`src/rtl/modulus_counter_prog.sv`:
```
// Programmable up/down modulus counter with run-time terminal value, clamped load,
// combinational terminal count for cascading and a registered wrap pulse.
// Optional prescaler enabled by defining MODCNT_PRESCALE_EN.
module modulus_counter_prog #(
    parameter int WIDTH        = 8,
    parameter int DEFAULT_LAST = 52,
    parameter int PRESCALE_W   = 4
) (
    input  logic                  clk,
    input  logic                  reset,
    input  logic                  enable,
    input  logic                  up_dn,
    input  logic                  load,
    input  logic [WIDTH-1:0]      load_val,
    input  logic                  last_wr,
    input  logic [WIDTH-1:0]      last_val,
`ifdef MODCNT_PRESCALE_EN
    input  logic [PRESCALE_W-1:0] presc_div,
`endif
    output logic [WIDTH-1:0]      Q,
    output logic [WIDTH-1:0]      last_q,
    output logic                  tc,
    output logic                  wrap
);

    if (WIDTH < 2 || PRESCALE_W < 1 || DEFAULT_LAST < 0 || DEFAULT_LAST >= (1 << WIDTH)) begin : g_paramCheck
        $error("modulus_counter_prog: illegal parameter combination");
    end

    logic [WIDTH-1:0] r_count;
    logic [WIDTH-1:0] r_last;
    logic             r_wrap;

    logic             w_stepOk;
    logic             w_step;
    logic             w_outRange;
    logic             w_wrapCond;
    logic [WIDTH-1:0] w_loadClamped;

`ifdef MODCNT_PRESCALE_EN
    logic [PRESCALE_W-1:0] r_presc;

    assign w_stepOk = (r_presc == presc_div);

    // Prescaler only advances on enabled cycles; a load restarts the divide period.
    always_ff @(posedge clk or posedge reset) begin
        if (reset) begin
            r_presc <= '0;
        end else if (load) begin
            r_presc <= '0;
        end else if (enable) begin
            if (w_stepOk) begin
                r_presc <= '0;
            end else begin
                r_presc <= r_presc + PRESCALE_W'(1);
            end
        end
    end
`else
    assign w_stepOk = 1'b1;
`endif

    assign w_step        = enable & w_stepOk;
    assign w_outRange    = (r_count > r_last);
    assign w_loadClamped = (load_val > r_last) ? r_last : load_val;

    // An out-of-range count is treated like the boundary so it recovers on the next step.
    assign w_wrapCond = up_dn ? ((r_count == r_last) | w_outRange)
                              : ((r_count == '0) | w_outRange);

    assign tc = w_step & w_wrapCond & ~load;

    always_ff @(posedge clk or posedge reset) begin
        if (reset) begin
            r_count <= '0;
            r_wrap  <= 1'b0;
        end else if (load) begin
            r_count <= w_loadClamped;
            r_wrap  <= 1'b0;
        end else if (w_step) begin
            r_wrap <= w_wrapCond;
            if (w_wrapCond) begin
                r_count <= up_dn ? '0 : r_last;
            end else if (up_dn) begin
                r_count <= r_count + WIDTH'(1);
            end else begin
                r_count <= r_count - WIDTH'(1);
            end
        end else begin
            r_wrap <= 1'b0;
        end
    end

    // The new terminal value is only seen by steps and loads from the next cycle on.
    always_ff @(posedge clk or posedge reset) begin
        if (reset) begin
            r_last <= WIDTH'(DEFAULT_LAST);
        end else if (last_wr) begin
            r_last <= last_val;
        end
    end

    assign Q      = r_count;
    assign last_q = r_last;
    assign wrap   = r_wrap;

endmodule

```
`config.mk`:
```
export PLATFORM = sky130hd
export DESIGN_NAME = modulus_counter_prog
export DESIGN_NICKNAME = d
export VERILOG_FILES = /design/src/rtl/modulus_counter_prog.sv
export SDC_FILE = /design/constraint.sdc
export NUM_CORES = 1
export LEC_CHECK = 0
export ABC_CLOCK_PERIOD_IN_PS = 3150
export CORE_MARGIN = 1
export CORE_UTILIZATION = 54
export DETAILED_ROUTE_END_ITERATION = 8
export GPL_TIMING_DRIVEN = 0
export PLACE_DENSITY = 0.95
export SLEW_MARGIN = 30
export SYNTH_ARGS = -nofsm -noshare
export SYNTH_HDL_FRONTEND = slang
export SYNTH_SLANG_ARGS = --single-unit
```
`constraint.sdc`:
```
create_clock -name clk -period 3.15 [get_ports clk]
set_input_delay 0.7875 -clock clk [delete_from_list [all_inputs] [get_ports clk]]
set_output_delay 0.7875 -clock clk [all_outputs]
set_load 0.01 [all_outputs]
```
==> run_results.csv <==
group,metric,value,unit
critical_path,ff2ff_setup_slack,760,ps
logic_synthesis,yosys_warnings,0,
timing,slew_violations,0,
clock_network,cts_buffers,3,
grt,gr-total-overflow,0,
critical_path,critPathLaunchType,"register",
critical_path,crit_family,"flip-flops",
critical_path,path_class,"register to output port",
routing,avgRoutedWirePerCell,16.3,µm
critical_path,critPathSlowestCell,"dfstp_2",
finish,design_area,0.00215,mm²
floorplan,die_h,57.4,µm
routing,drc,4,
hold_path,hold_path_startpoint,"last_q[4]$_DFFE_PP1P_",
status,status,"finished, violations left",
power_and_ir_drop,p_leak,0.970,nW
critical_path,r2r_cells,10,
timing,rsz0062_at_grt,"no",
logic_synthesis,avgSynthCellArea,8.71,µm²
logic_synthesis,muxShareOfSynthArea,4.31,%
clock_network,clk_pin_slew,120,ps
timing,slew_headroom,54.7,%
logic_synthesis,ys_ff_latch,17,
grt,grt_pass1_vias,1649,
routing,vias,1658,
logic_synthesis,synth_nets,235,
critical_path,cp_data_arrival_time,2220,ps
timing,fmax,0.332,GHz
placed_design,io_buffers,37,
grt,grt_pass1_wl,7.45,mm
critical_path,cp_max_fo,3,
placed_design,placed_area,0.00206,mm²
floorplan,core-area,0.00283,mm²
status,violations,"design-rule violations",
clock_network,max-clock-path-buffers,2,
clock_network,cts-root-buf,"clkbuf_4",
placed_design,routabilityCongestion,0.890,
power_and_ir_drop,ir_drop,382,µV
timing,period_share,95.6,%
critical_path,reg2reg_to,"Q[4]$_DFFE_PP0P_",
finish,fin_nets,282,
hold_path,hold-path-endpoint,"last_q[4]$_DFFE_PP1P_",
finish,syn_to_final_growth,29.6,%
routing,vias_per_cell,6.21,
power_and_ir_drop,design_power_total,0.00115,W
critical_path,worstPathCellList,"inv_1 -> ha_1 -> nand4_1 -> buf_4 -> nor4b_4 -> a21o_1 -> buf_6 -> nor2_2 -> clkbuf_2",
placed_design,dp_hpwl,3.31,mm
hold_path,holdPathStages,2,
clock_network,cts_tree,"built",
clock_network,clk_latency,310,ps
logic_synthesis,synthAdderAreaFrac,17.8,%
logic_synthesis,syn_area,0.00166,mm²
timing,whs,563,ps
floorplan,die_area,0.00329,mm²
clock_network,htreeDepth,1,
floorplan,io_pins,40,
timing,final_hold_viol_count,0,
logic_synthesis,synthXorXnorAreaFrac,3.70,%
logic_synthesis,seq_area_frac_synth,25.9,%
clock_network,cts_sinks,17,
floorplan,start_util,58.5,%
critical_path,end_kind,"output port",
timing,tightest_slew,678,ps
critical_path,timing.rr.start,"last_q[4]$_DFFE_PP1P_",
timing,setup_viol,0,
logic_synthesis,synthCells,190,
timing,post-route-min-period,3010,ps
finish,final_layout_size_suffix_gt1_share,13.1,%
routing,wl,4.34,mm
grt,grtUsageTotal,29.4,%
routing,dr.first_iter.drc_count,80,
logic_synthesis,synth_compound_area_share,24.2,%
logic_synthesis,synth_enable_flop_cells,0,
finish,antenna_cells,0,
job,drv_cap,0,
power_and_ir_drop,p_per_area,535,mW/mm²
timing,skew,14.8,ps
logic_synthesis,synth-simple-area-share,18.8,%
grt,antenna_found_initial,0,
logic_synthesis,synth_async_sr_flop_share,100,%
finish,fill_cells,183,
logic_synthesis,synthFlopType,"dfrtp_1",
routing,drtPass1Iterations,9,
grt,grt_max_degree,18,
routing,final_antenna_net_count,0,
critical_path,cp_slowest_stage_delay,560,ps
floorplan,rows,19,
floorplan,die_w,57.4,µm
critical_path,crit_required,2360,ps
critical_path,cp_num_buf_inv,4,
logic_synthesis,synth_top_family_by_area,"compound AO/OA/AOI/OAI gates",
hold_path,min_path_type,"register to register",
logic_synthesis,ys_types,43,
clock_network,holdBufCountCts,0,
cell type report:
type	instances	area (µm²)	area share, %
Buffer	5	33.8	1.57
Clock buffer	3	22.5	1.05
Clock inverter	1	7.51	0.350
Inverter	14	52.6	2.45
Multi-Input combinational cell	154	1160	54.0
Sequential cell	17	429	20.0
Tap cell	31	38.8	1.81
Timing Repair Buffer	42	403	18.8
placed cells by master, fill, tap and decap left out, types with 4 or more instances in the layout:
| cell | Yosys | layout |
|---|---|---|
| nand2_1 | 16 | 16 |
| o21ai_0 | 16 | 16 |
| ha_1 | 22 | 21 |
| a21oi_1 | 18 | 18 |
| nor2_1 | 8 | 7 |
| buf_4 | 0 | 5 |
| a211o_1 | 4 | 4 |
| nand2b_1 | 4 | 4 |
| nor3b_1 | 4 | 4 |
| nor3_1 | 4 | 4 |
| mux2i_1 | 6 | 6 |
| clkdlybuf4s50_1 | 0 | 36 |
| dfrtp_1 | 14 | 14 |
| inv_1 | 13 | 12 |
| nand3_1 | 7 | 7 |
| xor2_1 | 5 | 5 |
power by group:
part	internal (W)	switching (W)	total (W)	leakage (nW)
registers	0.000260	0.0000655	0.000326	0.204
logic	0.000348	0.000344	0.000692	0.753
clock network	0.0000486	0.0000816	0.000130	0.0139
total	0.000657	0.000491	0.00115	0.970
state kept, by name, indices dropped and copies added (netlist names):
| name | cells |
|---|---|
| Q | 8 |
| last_q | 8 |
| wrap | 1 |
cells in the mapped netlist (4+ instances only):
master,n,share of area (%)
nand2_1,16,3.6
ha_1,22,17
o21ai_0,16,4.8
a21oi_1,18,5.4
xor2_1,5,2.6
inv_1,13,2.9
nor2_1,8,1.8
mux2i_1,6,3.6
nand3_1,7,2.1
nor3_1,4,1.2
nand2b_1,4,1.5
nor3b_1,4,1.8
dfrtp_1,14,21
a211o_1,4,2.1
repair_timing:
item / CTS / global route
setup endpoints to repair: 1 / 1
setup buffers: 5 / 0
pin swaps: 2 / 0
gates resized for setup: 4 / 3
worst register-to-register path: stages, from the launching register on:
cell and delay (ps):
dfstp_2 560, inv_1 70, ha_1 280, nand4_1 130, buf_4 180, nor4b_4 300, a21o_1 130, buf_6 100
buf_4 150, mux2i_1 90, a211o_1 300
how the worst max path moves through the flow:
| stage | from | to | slack (ps) | cells past startpoint |
|---|---|---|---|---|
| floorplan | last_q[5]$_DFFE_PP1P_ | tc | 570 | 7 |
| global placement | last_q[5]$_DFFE_PP1P_ | tc | 7 | 8 |
| detailed placement | last_q[5]$_DFFE_PP1P_ | tc | -30 | 8 |
| CTS | last_q[2]$_DFFE_PP1P_ | tc | 10 | 9 |
| global route | last_q[2]$_DFFE_PP1P_ | tc | 50 | 9 |
| finish | last_q[4]$_DFFE_PP1P_ | tc | 140 | 9 |
stage by stage:
step                      setup WS (ps)  std cells  utilization (%)  setup TNS [ps]
after detailed placement          -30.6        258             73.0           -30.6
after CTS                          10.8        267             75.9               0
after floorplan                     566        190                -               0
after global placement             6.80        258             73.0               0
after global routing               47.5        267             75.9               0
final                               139        267             75.9               0
logic make-up after synthesis:
kind of cell	count (synthesis)
compound gates	61
xor+xnor	7
fa+ha+maj	23
buf+inv	19
flops	17
mux	7
simple gates	56
routing by layer:
| metal | vias to the layer above | track usage (%) | part of all wire [%] |
|---|---|---|---|
| li1 | 793 | - | - |
| met1 | 770 | 35.9 | 41 |
| met2 | 75 | 49.7 | 49 |
| met3 | 20 | 7.26 | 7.4 |
| met4 | 0 | 11.1 | 3.0 |
| met5 | - | 0 | 0 |
No activity file was read; power rests on OpenSTA's default activity.
